`config.mk`:
```
export PLATFORM = sky130hd
export DESIGN_NAME = dmem_arbiter
export DESIGN_NICKNAME = d
export VERILOG_FILES = /design/src/rtl/dmem_arbiter_pkg.sv /design/src/rtl/dmem_arbiter_rr_arb2.sv /design/src/rtl/dmem_arbiter.sv
export SDC_FILE = /design/constraint.sdc
export NUM_CORES = 1
export LEC_CHECK = 0
export CELL_PAD_IN_SITES_DETAIL_PLACEMENT = 1
export CELL_PAD_IN_SITES_GLOBAL_PLACEMENT = 1
export CORE_MARGIN = 2
export CORE_UTILIZATION = 23
export DETAILED_ROUTE_END_ITERATION = 6
export GPL_ROUTABILITY_DRIVEN = 0
export PLACE_DENSITY_LB_ADDON = 0.1
export SETUP_SLACK_MARGIN = 0.1
export SLEW_MARGIN = 30
export SYNTH_ARGS = -nofsm -noshare
export SYNTH_HDL_FRONTEND = slang
export SYNTH_HIERARCHICAL = 1
export SYNTH_SLANG_ARGS = --single-unit
```
`constraint.sdc`:
```
create_clock -name clk -period 3.3 [get_ports clk]
set_input_delay 0.495 -clock clk [delete_from_list [all_inputs] [get_ports clk]]
set_output_delay 0.495 -clock clk [all_outputs]
set_load 0.03 [all_outputs]
```
`src/rtl/dmem_arbiter_pkg.sv`:
```
// Shared constants and FSM encoding for the two-requester data-memory arbiter.
// The core (CORE) and the golden model (MODEL) share one single-port memory.
package dmem_arbiter_pkg;

  localparam int NUM_WORDS = 16;
  localparam int WORD_SIZE = 32;
  localparam int ADDR_W    = 4;

  localparam logic CORE  = 1'b0;
  localparam logic MODEL = 1'b1;

  typedef enum logic [1:0] {
    IDLE = 2'd0,
    RESP = 2'd1,
    HOLD = 2'd2
  } state_e;

endpackage

```
`src/rtl/dmem_arbiter_rr_arb2.sv`:
```
// Two-input round-robin selector: on contention the grant goes to the
// requester that was not granted last. The pointer favours requester 0 after reset.
module rr_arb2 (
  input  logic       clk,
  input  logic       reset,
  input  logic [1:0] i_req,
  input  logic       i_en,
  output logic [1:0] o_grant
);

  // requester that wins the next tie
  logic r_prio;

  always_comb begin
    o_grant = 2'b00;
    if (i_en) begin
      if (i_req == 2'b11) begin
        o_grant = r_prio ? 2'b10 : 2'b01;
      end else begin
        o_grant = i_req;
      end
    end
  end

  always_ff @(posedge clk or posedge reset) begin
    if (reset) begin
      r_prio <= 1'b0;
    end else if (|o_grant) begin
      r_prio <= o_grant[0];
    end
  end

endmodule

```
`src/rtl/dmem_arbiter.sv`:
```
// Arbitrates core and golden-model accesses onto one synchronous data memory,
// with same-cycle grants, one access per cycle, and a hold path for stalled responses.
module dmem_arbiter #(
  parameter int NUM_WORDS = 16,
  parameter int WORD_SIZE = 32,
  parameter int ADDR_W    = 4
) (
  input  logic                 clk,
  input  logic                 reset,
  input  logic                 req0_valid,
  output logic                 req0_ready,
  input  logic                 req0_we,
  input  logic [31:0]          req0_addr,
  input  logic [WORD_SIZE-1:0] req0_wdata,
  input  logic [3:0]           req0_wmask,
  output logic                 resp0_valid,
  input  logic                 resp0_ready,
  output logic [WORD_SIZE-1:0] resp0_rdata,
  input  logic                 req1_valid,
  output logic                 req1_ready,
  input  logic                 req1_we,
  input  logic [31:0]          req1_addr,
  input  logic [WORD_SIZE-1:0] req1_wdata,
  input  logic [3:0]           req1_wmask,
  output logic                 resp1_valid,
  input  logic                 resp1_ready,
  output logic [WORD_SIZE-1:0] resp1_rdata,
  output logic                 mem_en,
  output logic                 mem_we,
  output logic [ADDR_W-1:0]    mem_addr,
  output logic [WORD_SIZE-1:0] mem_wdata,
  output logic [3:0]           mem_wmask,
  input  logic [WORD_SIZE-1:0] mem_rdata,
  output logic [15:0]          grant_cnt0,
  output logic [15:0]          grant_cnt1,
  output logic [1:0]           o_dbg_state
);

  import dmem_arbiter_pkg::*;

  // Handshake rules: a request transfers in a cycle where reqN_valid and
  // reqN_ready are both high; a response transfers where respN_valid and
  // respN_ready are both high. Requesters hold their request stable until ready.

  state_e                r_state;
  logic                  r_owner;
  logic                  r_we;
  logic [WORD_SIZE-1:0]  r_hold;
  logic [15:0]           r_cnt0;
  logic [15:0]           r_cnt1;

  logic                  w_resp_ack;
  logic                  w_grant_ok;
  logic [1:0]            w_grant;
  logic                  w_sel;
  logic [ADDR_W-1:0]     w_idx0;
  logic [ADDR_W-1:0]     w_idx1;
  logic                  w_resp_valid;
  logic [WORD_SIZE-1:0]  w_data;
  logic                  w_unused_addr;

  // byte offset is ignored; word index wraps modulo the memory depth
  assign w_idx0 = ADDR_W'(req0_addr[31:2] % 30'(NUM_WORDS));
  assign w_idx1 = ADDR_W'(req1_addr[31:2] % 30'(NUM_WORDS));
  assign w_unused_addr = &{1'b0, req0_addr[1:0], req1_addr[1:0]};

  assign w_resp_ack = (r_owner == MODEL) ? resp1_ready : resp0_ready;
  // gating with reset keeps every strobe low while reset is asserted
  assign w_grant_ok = !reset && ((r_state == IDLE) || ((r_state == RESP) && w_resp_ack));

  rr_arb2 u_rr_arb2 (
    .clk     (clk),
    .reset   (reset),
    .i_req   ({req1_valid, req0_valid}),
    .i_en    (w_grant_ok),
    .o_grant (w_grant)
  );

  assign w_sel      = w_grant[1];
  assign req0_ready = w_grant[0];
  assign req1_ready = w_grant[1];
  assign mem_en     = |w_grant;
  assign mem_we     = mem_en && (w_sel ? req1_we : req0_we);
  assign mem_addr   = w_sel ? w_idx1 : w_idx0;
  assign mem_wdata  = w_sel ? req1_wdata : req0_wdata;
  assign mem_wmask  = w_sel ? req1_wmask : req0_wmask;

  assign w_resp_valid = (r_state == RESP) || (r_state == HOLD);

  always_comb begin
    w_data = '0;
    if (r_state == HOLD) begin
      w_data = r_hold;
    end else if ((r_state == RESP) && !r_we) begin
      w_data = mem_rdata;
    end
  end

  assign resp0_valid = w_resp_valid && (r_owner == CORE);
  assign resp1_valid = w_resp_valid && (r_owner == MODEL);
  assign resp0_rdata = resp0_valid ? w_data : '0;
  assign resp1_rdata = resp1_valid ? w_data : '0;

  always_ff @(posedge clk or posedge reset) begin
    if (reset) begin
      r_state <= IDLE;
      r_owner <= CORE;
      r_we    <= 1'b0;
      r_hold  <= '0;
    end else begin
      if (mem_en) begin
        r_owner <= w_sel;
        r_we    <= mem_we;
      end
      case (r_state)
        IDLE: begin
          if (mem_en) r_state <= RESP;
        end
        RESP: begin
          if (!w_resp_ack) begin
            // memory data is only valid for one cycle, so park it
            r_hold  <= w_data;
            r_state <= HOLD;
          end else if (!mem_en) begin
            r_state <= IDLE;
          end
        end
        HOLD: begin
          if (w_resp_ack) r_state <= IDLE;
        end
        default: r_state <= IDLE;
      endcase
    end
  end

  always_ff @(posedge clk or posedge reset) begin
    if (reset) begin
      r_cnt0 <= '0;
      r_cnt1 <= '0;
    end else begin
      if (req0_ready && (r_cnt0 != 16'hFFFF)) r_cnt0 <= r_cnt0 + 16'd1;
      if (req1_ready && (r_cnt1 != 16'hFFFF)) r_cnt1 <= r_cnt1 + 16'd1;
    end
  end

  assign grant_cnt0  = r_cnt0;
  assign grant_cnt1  = r_cnt1;
  assign o_dbg_state = r_state;

endmodule
```
==> impl_metrics.tcl <==
set metrics [dict create \
    final_antenna_net_count 0 \
    wl_per_cell_microns 19.0 \
    drt_wl_total_microns 17200 \
    clk_latency_ps 330 \
    grt_use_met1_pct 19.6 \
    status "finished clean" \
    max_freq_ghz 0.326 \
    grtUsageTotal_pct 18.0 \
    ir_worst_vdd_mv 0.293 \
    grt_busiest_layer "met2" \
    areaGrowthSynthToFinish_pct 74.4 \
    synth-seq-cells 69 \
    core-area_sq_um 17400 \
    cts_max_level 3 \
    met2_usage_pct 32.5 \
    relSlewSlack_pct 61.5 \
    worstPathRequired_ps 2800 \
    worstPathArrival_ps 2570 \
    dp_slack_ps -32.9 \
    antenna_found_initial 2 \
    fin_crit_ps 3070 \
    cts_tree "yes" \
    overflow 0 \
    place_hpwl_microns 13400 \
    syn-cell-area_sq_um 4120 \
    crit_type "primary input to output pin" \
    yosysUniqueCellTypes 41 \
    synthesis.nets 600 \
    numPortBuffers 263 \
    crit_fanout 21 \
    cts_sinks 69 \
    ctsLongestPathBuffers 2 \
    total_power_w 0.00502 \
    finalCritPeriodShare_pct 92.9 \
    r2r.worst_path.cells 11 \
    yosys_warnings 6 \
    initial_core_util_pct 23.6 \
    cts_buffers 9 \
    p_leak_nw 3.09 \
    tightest_slew_ps 577 \
    design.die.area_sq_um 19000 \
    grt_max_degree 63 \
    synth.avg_cell_area_sq_um 9.87 \
    critPathLaunchType "primary input" \
    reg2reg_slack_ps 700 \
    nFillCells 1976 \
    setup_slack_ps 233 \
    postLayoutCoreUtil_pct 41.2 \
    viasPerCell 4.82 \
    path_clk_slew_ps 60 \
    nets 859 \
    fp-row-count 48 \
    r2r_end "grant_cnt1[13]" \
    hold_class "primary input to async pin" \
    die_w_microns 138 \
    initialDrtViolationCount 196 \
    finalSetupViolCount 0 \
    maxCapViolations 0 \
    grt_pass1_wl_microns 25700 \
    slew_violations 0 \
    rr_startpoint "o_dbg_state[0]" \
    netlist_instances 417 \
    setup_tns_ps 0 \
    grt_pass1_vias 4524 \
    finClkSkew_ps 4.70 \
    seq_area_frac_synth_pct 42.0 \
    drc 0 \
    use_met3_pct 6.51 \
    critPathCaptureType "output pin" \
    mostFrequentLayoutCells "159 x clkdlybuf4s50_1, 88 x buf_4, 73 x nor2_1" \
    final_common_cell "clkdlybuf4s50_1" \
    rsz0062_at_grt "yes" \
    final-hold-violation-count 0 \
    vias 4370 \
    drive_above_1_share_pct 24.7 \
    cts_hold_buf 0 \
    cts_root_buffer "clkbuf_16" \
    dieHeight_microns 138 \
    firstDrtPassIters 6 \
    power.density_nw_per_um2 700 \
    num_io_pins 320 \
]
[kinds of logic after synthesis]
kind of cell,Yosys count,synth area share [%]
AND/OR/NAND/NOR,143,16.4
multiplexers,46,12.6
adder cells (fa/ha/maj),7,2.13
XOR/XNOR,25,5.32
buffers and inverters,42,4.20
AO/OA/AOI/OAI,85,17.4
flip-flops,69,42.0
[worst max path at each step]
stage,from,end
6_report,resp0_ready,mem_wdata[19]
5_1_grt,resp0_ready,mem_wdata[8]
4_1_cts,resp0_ready,mem_wmask[3]
3_5_place_dp,resp0_ready,mem_wdata[14]
3_3_place_gp,resp1_ready,mem_wdata[9]
2_1_floorplan,o_dbg_state[1],mem_addr[2]
[state kept, by name, summed over array words and instances (netlist names), named ones only]
signal	flops
r_owner	1
r_hold	31
grant_cnt0	16
r_we	1
o_dbg_state	2
grant_cnt1	16
u_rr_arb2/r_prio	1
[synth_stat cells]
library cell	instances	area share [%]
o41a_1	2	0.55
nor3b_2	1	0.30
and2_1	1	0.15
nand3_1	8	0.97
nor3b_1	1	0.18
nor3_4	1	0.40
or3_1	1	0.15
inv_1	12	1.1
a21oi_2	1	0.21
and3_1	4	0.61
a31o_2	1	0.21
nor4b_2	1	0.36
a31oi_1	2	0.30
buf_2	12	1.5
and4_1	3	0.64
o41ai_4	1	0.67
or4b_1	1	0.24
xnor2_1	14	3.0
dfrtp_1	69	42
a22oi_1	31	5.7
mux2i_1	1	0.24
nand2_1	23	2.1
buf_1	4	0.36
ha_1	7	2.1
a32oi_1	1	0.21
nand4_1	12	1.8
o2111ai_1	1	0.21
or2_2	2	0.30
nand3b_1	2	0.36
nor2_1	73	6.7
a21oi_1	6	0.73
a21o_1	1	0.18
mux2_2	45	12
clkbuf_1	14	1.3
nor4_1	2	0.30
xor2_1	11	2.3
nor3_1	6	0.73
a32o_1	31	7.5
o21ai_0	6	0.73
a21boi_0	1	0.18
nand2b_1	1	0.15
[stage by stage]
step / cells / hold WS [ps] / area (sq um)
after floorplan: 417 / 224 / 4120
after global placement: 890 / 462 / 6880
after detailed placement: 890 / 480 / 6880
after CTS: 906 / 358 / 7170
after global routing: 907 / 390 / 7180
final: 907 / 373 / 7180
[routing by layer]
metal | vias to the layer above | wire (microns)
li1 | 2049 | -
met1 | 2120 | 6500
met2 | 183 | 8870
met3 | 16 | 1540
met4 | 2 | 296
met5 | - | 13
[report_power, final]
part           switching, W  internal [W]
combinational       0.00159       0.00106
clock              0.000363      0.000700
sequential         0.000208       0.00110
[what timing repair did]
action / in CTS / in global routing
pin swaps: 0 / 0
endpoints found under the hold margin: 0 / 0
endpoints found under the setup margin: 26 / 21
buffers inserted: 0 / 0
gates resized for setup: 26 / 8
[critical path, stage by stage]
cell             delay (ps)
clkdlybuf4s50_1         480
mux2i_1                  90
inv_1                    70
a21oi_1                  70
nor2_1                  140
nand2_1                 110
a21oi_4                 200
buf_12                  190
mux2_2                  350
dlygate4sd2_1           360
[final cells by class]
cell class                      instances  area, sq um  area share [%]
Timing Repair Buffer                  278         2550            35.6
Multi-Input combinational cell        306         2240            31.2
Sequential cell                        69         1730            24.1
Tap cell                              225          282            3.92
Clock buffer                           12          256            3.57
Clock inverter                          4         70.1           0.976
Inverter                               12         45.0           0.628
Antenna cell                            1         2.50          0.0349
Power figures use the tool's default switching activity.
